===== src/rtl/series_ctrl.sv =====
// Sequencing FSM for the 16-bit series-evaluation datapath: INIT, FIRST, then (ACC, MULX, MULC) loops until the last term, then DONE.
// Optional early termination on a small term is compiled in with `define SERIES_EARLY_TERM_EN.
module series_ctrl #(
    parameter bit ALT_SIGN = 1'b1
) (
    input  logic clk,
    input  logic rst,
    input  logic start,
    input  logic cnt_done,
    input  logic gt,
    output logic counter_en,
    output logic cnt_clr,
    output logic sel_x,
    output logic load_x,
    output logic sel_1,
    output logic sel_2,
    output logic load_m,
    output logic sel_t,
    output logic load_t,
    output logic mode,
    output logic busy,
    output logic done
);

    typedef enum logic [2:0] {
        S_IDLE  = 3'd0,
        S_INIT  = 3'd1,
        S_FIRST = 3'd2,
        S_ACC   = 3'd3,
        S_MULX  = 3'd4,
        S_MULC  = 3'd5,
        S_DONE  = 3'd6
    } state_t;

    state_t state_q, state_d;
    logic   parity_q, parity_d;
    logic   last_term;

`ifdef SERIES_EARLY_TERM_EN
    // A term at or below threshold ends the series once it has been accumulated.
    assign last_term = cnt_done | ~gt;
`else
    logic unused_gt;
    assign unused_gt = gt;
    assign last_term = cnt_done;
`endif

    always_ff @(posedge clk or posedge rst) begin
        if (rst) begin
            state_q  <= S_IDLE;
            parity_q <= 1'b0;
        end else begin
            state_q  <= state_d;
            parity_q <= parity_d;
        end
    end

    always_comb begin
        state_d  = state_q;
        parity_d = parity_q;
        unique case (state_q)
            S_IDLE:  if (start) state_d = S_INIT;
            S_INIT: begin
                state_d  = S_FIRST;
                parity_d = 1'b0;
            end
            S_FIRST: state_d = S_ACC;
            S_ACC: begin
                if (last_term) begin
                    state_d = S_DONE;
                end else begin
                    state_d  = S_MULX;
                    parity_d = ~parity_q;
                end
            end
            S_MULX:  state_d = S_MULC;
            S_MULC:  state_d = S_ACC;
            S_DONE:  state_d = S_IDLE;
            default: state_d = S_IDLE;
        endcase
    end

    always_comb begin
        counter_en = 1'b0;
        cnt_clr    = 1'b0;
        sel_x      = 1'b0;
        load_x     = 1'b0;
        sel_1      = 1'b0;
        sel_2      = 1'b0;
        load_m     = 1'b0;
        sel_t      = 1'b0;
        load_t     = 1'b0;
        mode       = 1'b0;
        done       = 1'b0;
        busy       = (state_q != S_IDLE);
        unique case (state_q)
            S_INIT: begin
                load_x  = 1'b1;
                load_t  = 1'b1;
                cnt_clr = 1'b1;
            end
            S_FIRST: begin
                sel_2  = 1'b1;
                load_m = 1'b1;
            end
            S_ACC: begin
                load_t     = 1'b1;
                sel_t      = 1'b1;
                mode       = ALT_SIGN & parity_q;
                counter_en = ~last_term;
            end
            S_MULX: begin
                sel_1  = 1'b1;
                load_m = 1'b1;
            end
            S_MULC: begin
                sel_1  = 1'b1;
                sel_2  = 1'b1;
                load_m = 1'b1;
            end
            S_DONE:  done = 1'b1;
            default: ;
        endcase
    end

endmodule

===== config.mk =====
export PLATFORM = sky130hd
export DESIGN_NAME = series_ctrl
export DESIGN_NICKNAME = d
export VERILOG_FILES = /design/src/rtl/series_ctrl.sv
export SDC_FILE = /design/constraint.sdc
export NUM_CORES = 1
export LEC_CHECK = 0
export BUFFER_PORTS_ARGS = -buffer_cell sky130_fd_sc_hd__buf_2
export CORE_AREA = 5 5 42 44
export DETAILED_ROUTE_END_ITERATION = 6
export DIE_AREA = 0 0 47 49
export GPL_TIMING_DRIVEN = 1
export PLACE_DENSITY_LB_ADDON = 0.08
export SYNTH_ARGS = -nofsm -noshare
export SYNTH_HDL_FRONTEND = slang
export SYNTH_SLANG_ARGS = --single-unit

===== constraint.sdc =====
create_clock -name clk -period 1.1 [get_ports clk]
set_clock_uncertainty 0.15 [all_clocks]
set_input_delay 0.11 -clock clk [delete_from_list [all_inputs] [get_ports clk]]
set_output_delay 0.11 -clock clk [all_outputs]
set_load 0.02 [all_outputs]

Word-level counts from Yosys, hierarchy flattened --
Cells that the tools add are included.
Operators by class: add/sub/neg operators 0, multiply operators 0, divide/modulo/power cells 0, magnitude comparators 0, eq/ne operators 8, shifts and indexed selects 0, multiplexer cells 14, bitwise gates (word level) 2, reductions and logical operators 8
Operators by type and width (count):
- one-hot mux 3 bit (5 select lines) | 1
- 2-to-1 mux 1 bit | 10
- equality test 3 bit (second input constant) | 3
- equality test 3 x 2 -> 1 bit (second input constant) | 2
- OR reduction 2 bit | 3
- inequality test 2 bit (second input constant) | 2
- equality test 3 x 1 -> 1 bit (second input constant) | 1
- logical NOT 3 bit | 1
- 2-to-1 mux 3 bit | 1
- nonzero test 3 bit | 1
- OR reduction 3 bit | 1
- 2-to-1 mux 2 bit | 1
- inverter 1 bit | 2
- one-hot mux 1 bit (2 select lines) | 1
- AND reduction 2 bit | 1
- nonzero test 2 bit | 1
Word-level totals: bits in registers 4, latch bits 0, memory bits (writable) 0, bits in read-only memories 0, input port bits 5, output and inout port bits 12, word-level logic and storage cells 34, memories 0

Logic depth before layout (Yosys ltp) --
Gate-level depths: netlist (run 1).
depth after elaboration 3, gate-level depth with buffers 4, gate-level depth less buffers 4

Least setup slack after synthesis (run 1) --
No wires, ideal clock.
kind register to output, start register state_q[2], end output port load_x, data arrival time 1106 ps, data required time 840 ps, setup slack -266 ps, cell stages (with the launch flop) 4, buffers on the path 1, cell sequence dfrtp_1 -> nand2b_4 -> nor2_1 -> buf_4
Between the ends: word-level cells in the longest chain between the ends 2
Ends and longest elaborated chain:
- from (decl) | RTL line 35 | state_t state_q, state_d;
- from (signal assigned) | RTL line 53 | state_q <= state_d;
- equality test 3 x 1 -> 1 bit
- 2-to-1 mux 1 bit
- to (decl) | RTL line 14 | output logic load_x,
No other way between the ends.

Final worst setup path (run 1) --
start register state_q[2], end output port busy
Between the ends: word-level cells in the longest chain between the ends 1
Ends and longest elaborated chain:
- nonzero test 3 bit | RTL line 95 | busy = (state_q != S_IDLE);
- to (decl) | RTL line 21 | output logic busy,
No other way between the ends.

==> metrics.txt, run 1 <==
failing checks=setup timing; GRT Overall Usage=a little under 8%; Port Buffers=14; Worst Path Arrival=around 1200 ps; vias in the first global route=330; crit path time final=around 1400 ps; critical path endpoint category=output port; grt ovf=0; WHS Path Cells=4; crit-path max FO=5; CP Class=reg2out; Mean Syn Cell Area=around 8.2 sq um; largest net degree at the start of global routing=8; FP Rows=14; Synth area leader=dfrtp_1; clock tree buffer depth=2; fraction of final layout cells with drive strength greater than 1=approximately three quarters; vias=about 310; Die Area=roughly 2300 sq um; Crit path buffers/inverters=1; clk sinks=4; setup TNS=-3319 ps; Synth Flop Type=dfrtp_1; DRC viols=0; crit-path cells=or3_4 -> buf_6; final slew viol count=0; Routed wire per std cell=between 9 and 10 um; synthesized flop and latch total=4; maxcap violations=0; Clock transition at path regs=approximately 40 ps; Min-Delay Path Class=in2reg; HPWL after DPL=between 500 and 600 um; Hold Path End=state_q[0]; non-filler cells, final=between 70 and 80; vias per cell=~4.0; initial antenna violation count=0; fin crit share=130.2%; worst r2r path cells=5; crit path launch type=flip-flop; Cells after Synth=35; H-tree level count=1; Ys Warns=0; count leader, synth=nor2_1; top cells by count, synth=nor2_1 (5), dfrtp_1 (4), inv_1 (4); clock latency on the worst-skew pair=about 230 ps; Inst Count DP=65; R2R setup slack=-210 ps; library cells used by synthesis=21; starting density of the core=between 20% and 30%; root buffer cell=clkbuf_4; max frequency=approximately 700 MHz; post-route setup slack=-332.6 ps; P_leak=around 0.0003 uW; CTS buffer count=3; status=finished, violations left; ys async rst share=100.0%; area of the core=1401 sq um; HP Start=start; global placement routability congestion=approximately 0.67; die height=around 50 um; post-synth top area share=34.93%; RR Endpoint=parity_q; drt pass-1 iters=2; final setup violation count=14; CTS tree=built; NumNets Final=slightly below 70; Fin. Hold Viols=0; cell area after synthesis=~290 sq um; cell family with the largest share of critical-path delay=flip-flops; ANT nets after route=0; Power Density=~3400 nW/um^2; CP max stage delay=about 420 ps; Layout area overhead=107.0%; Top Ports=17; drt total wl=~770 um; Inserted Diodes=0; EDFF count, synth=0; maximum vdd drop=slightly above 0.001 V; ranking of synthesized cells by area=dfrtp_1 (35%), nor2_1 (6.6%), buf_4 (5.2%); Synthesized Nets=40; Req. time, crit path=840 ps; DRT iter0 DRCs=1; Worst R2R Start=state_q[2]; sequential-to-total area share from yosys stat=about a third; first-pass GRT wire length=roughly 1300 um; CP max-delay cell=dfrtp_2; RSZ-0062 raised after global routing=yes; Die W=47 um
how the worst max path moves through the flow:
stage / to / cells after the start / from
2_1_floorplan: load_x / 3 / state_q[2]
3_3_place_gp: mode / 4 / state_q[2]
3_5_place_dp: sel_2 / 3 / state_q[1]
4_1_cts: busy / 2 / state_q[2]
5_1_grt: busy / 2 / state_q[2]
6_report: busy / 2 / state_q[2]
metal layers:
| metal | part of all wire [%] | wire length [um] | up-vias | track usage (%) |
|---|---|---|---|---|
| met4 | 0 | 0 | 0 | 6.912 |
| li1 | - | - | 161 | - |
| met3 | 6.1 | 47 | 0 | 1.476 |
| met1 | 37 | 287 | 140 | 8.000 |
| met2 | 56 | 431 | 8 | 12.44 |
| met5 | 0 | 0 | - | 0 |
sequential cells by signal (all words and copies together) (netlist names):
| name | count |
|---|---|
| parity_q | 1 |
| state_q | 3 |
cell usage in the layout, fill, tap and decap left out, drive strengths merged:
master,count
or3,1
o21a,1
dfrtp,4
and3,1
inv,5
and2,1
o21ai,4
nor2,5
o211ai,1
nand3,1
dlygate4sd3,2
nand2b,2
clkbuf,3
o31ai,1
nand2,3
conb,1
buf,24
clkinv,1
per-stage QoR:
step | power (uW) | utilization [%] | setup WS, ps | hold WS [ps] | instance area [sq um]
floorplan | 1057 | - | -59.59 | -273.9 | 315.3
detailed placement | 1313 | 28.66 | -150.5 | -156.1 | 401.6
global placement | 1298 | 28.66 | -124.9 | -156.1 | 401.6
CTS | 1937 | 40.45 | -346.8 | 50.82 | 566.8
finish | 1995 | 42.32 | -332.6 | 57.28 | 593.1
global route | 2143 | 42.32 | -380.7 | 69.92 | 593.1
kinds of logic after synthesis:
kind of cell	Yosys count	synth area share, %
flops	4	34.94
buf+inv	9	18.77
compound gates	7	16.60
other cells	1	1.309
simple gates	14	28.39
area by class of cell:
| cell class | count | area, sq um |
|---|---|---|
| clock buffer | 3 | 22.52 |
| fill | 157 | 808.3 |
| inverter | 6 | 27.53 |
| multi-input combinational | 22 | 188.9 |
| sequential | 4 | 103.9 |
| tap | 16 | 20.02 |
| timing repair buffer | 26 | 230.2 |
worst register-to-register path: cells and delay by family, from the launching register on:
family / cells / cell delay [ps]
compound gates: 1 / 210
flops: 1 / 420
simple gates: 2 / 240
buf+inv: 2 / 190
repair_timing:
action / CTS / global route
buffers inserted: 5 / 3
pin swaps: 1 / 2
gates resized for setup: 29 / 4
endpoints found under the hold margin: 5 / 0
setup endpoints to repair: 14 / 15
hold buffers: 2 / 0
report_power, final:
part	switching (uW)	leakage [uW]	internal [uW]
Combinational	703	0.000240	770
Clock	51.2	0.0000138	121
Sequential	118	0.0000463	231
No activity file was read; power rests on OpenSTA's default activity.
==> inputs of run 2 (changes only) <==
BUFFER_PORTS_ARGS = -buffer_cell sky130_fd_sc_hd__buf_4   (was -buffer_cell sky130_fd_sc_hd__buf_2)
==> metrics.txt, run 2 (synthesis gave the netlist of run 1 again) <==
clk sinks=4; CTS buffer count=3; Die Area=between 2000 and 2500 sq um; fin util=between 40% and 50%; largest registers=state_q (3), parity_q (1); Reg power frac=between 10% and 20%; global placement routability congestion=0.7074; clock tree buffer depth=2; Port Buffers=14; initial antenna violation count=0; starting density of the core=between 20 and 25%; final slew viol count=0; ANT nets after route=0; Worst Path Arrival=1180 ps; largest net degree at the start of global routing=6; max frequency=about 690 MHz; clock latency on the worst-skew pair=~230 ps; HPWL after DPL=between 600 and 700 um; area of the core=around 1400 sq um; cell-internal power=~1200 uW; DRT iter0 DRCs=2; P_leak=~0.00032 uW; crit path launch type=flip-flop; combinational power share=75.7%; fin crit share=131.0%; critical path endpoint category=output port; vias per cell=between 4 and 5; maximum vdd drop=0.001234 V; Clk pwr share=under 10%; CP max-delay cell=dfrtp_2; NetSw=around 930 uW; Clock transition at path regs=about 40 ps; Biggest register=state_q; FP Rows=14; fraction of final layout cells with drive strength greater than 1=between 70% and 80%; status=finished, violations left; Setup WS pre-CTS=-121.1 ps; post-route setup slack=-340.6 ps; WHS Path Cells=4; CP Class=reg2out; Top Ports=17; vias in the first global route=332; most common cell after layout, fill and taps aside=buf_6; CTS tree=built; drt total wl=roughly 810 um; worst r2r path cells=5; crit-path cells=or3_4 -> buf_6; DRC viols=0; H-tree level count=1; first-pass GRT wire length=between 1000 and 1500 um; crit-path max FO=5; drt pass-1 iters=3; root buffer cell=clkbuf_4; Fin. Hold Viols=0; Req. time, crit path=between 800 and 900 ps; NumNets Final=71; Min-Delay Path Class=in2reg; grt ovf=0; vias=approximately 330; Layout area overhead=125.3%; failing checks=setup timing; max reg flops=3; CP max stage delay=420 ps; final setup violation count=14; Die W=around 47 um; most used cells in the layout excluding fill and tap cells=buf_6 (14), buf_4 (13); maxcap violations=0; Power Density=~3300 nW/um^2; Routed wire per std cell=between 10 and 15 um; Inserted Diodes=0; GRT Overall Usage=approximately 7.7%; crit path time final=between 1000 and 1500 ps; switching share of total power=approximately 43%; die height=approximately 49 um; RSZ-0062 raised after global routing=yes
-- run 2: cell types whose count changed in the layout (fill, tap and decap cells not counted), sizes merged --
cell	change
buf	+3
-- run 2: what timing repair did --
item	4_1_cts	5_1_grt
setup buffers	2	7
setup endpoints to repair	15	14
hold endpoints to repair	5	0
pin swaps	2	3
cloned	0	0
gates resized for setup	18	12
hold buffers	2	0
-- run 2: final timing paths --
| path | startpoint | endpoint | slack [ps] |
|---|---|---|---|
| min in group asynchronous | rst | parity_q | 170 |
| max | state_q[2] | busy | -340 |
| min reg2reg | parity_q | parity_q | 400 |
| min | start | state_q[0] | 60 |
| max reg2reg | state_q[2] | parity_q | -190 |
| max in group asynchronous | rst | state_q[0] | 480 |
-- run 2: through the flow --
step                std cells  TNS, ps  power, uW  instance area (sq um)  hold slack, ps
detailed placement         69   -741.7       1543                  466.7          -147.4
global placement           69   -763.5       1522                  466.7          -148.9
floorplan                  35   -232.5       1057                  315.3          -273.9
global route               80    -4027       2300                  645.6           84.70
CTS                        76    -3603       1993                  585.6           54.42
finish                     80    -3377       2153                  645.6           57.61
-- run 2: power groups by stage --
stage | registers [uW] | clock network, uW | logic, uW
2_1_floorplan | 294 | 0 | 763
3_3_place_gp | 317 | 0 | 1210
3_5_place_dp | 315 | 0 | 1230
4_1_cts | 338 | 189 | 1470
5_1_grt | 363 | 195 | 1740
6_report | 347 | 176 | 1630
-- run 2: layout make-up --
type,count,area [sq um]
clock buffers,3,22.52
flip-flops and latches,4,103.9
well taps,16,20.02
repair buffers,29,275.3
fillers,137,755.7
inverters,6,27.53
multi-input cells,22,196.4
-- run 2: layer usage --
| metal | vias to the layer above | GRT usage [%] | share of wire [%] |
|---|---|---|---|
| met3 | 2 | 1.107 | 7.2 |
| met1 | 154 | 9.354 | 39 |
| li1 | 165 | - | - |
| met2 | 8 | 10.41 | 52 |
| met5 | - | 0 | 0 |
| met4 | 0 | 8.295 | 1.2 |
-- run 2: critical path: cells and delay by family (launching register included) --
| family | cells | cell delay, ps |
|---|---|---|
| simple gates | 1 | 390 |
| flops | 1 | 420 |
| buf+inv | 1 | 140 |
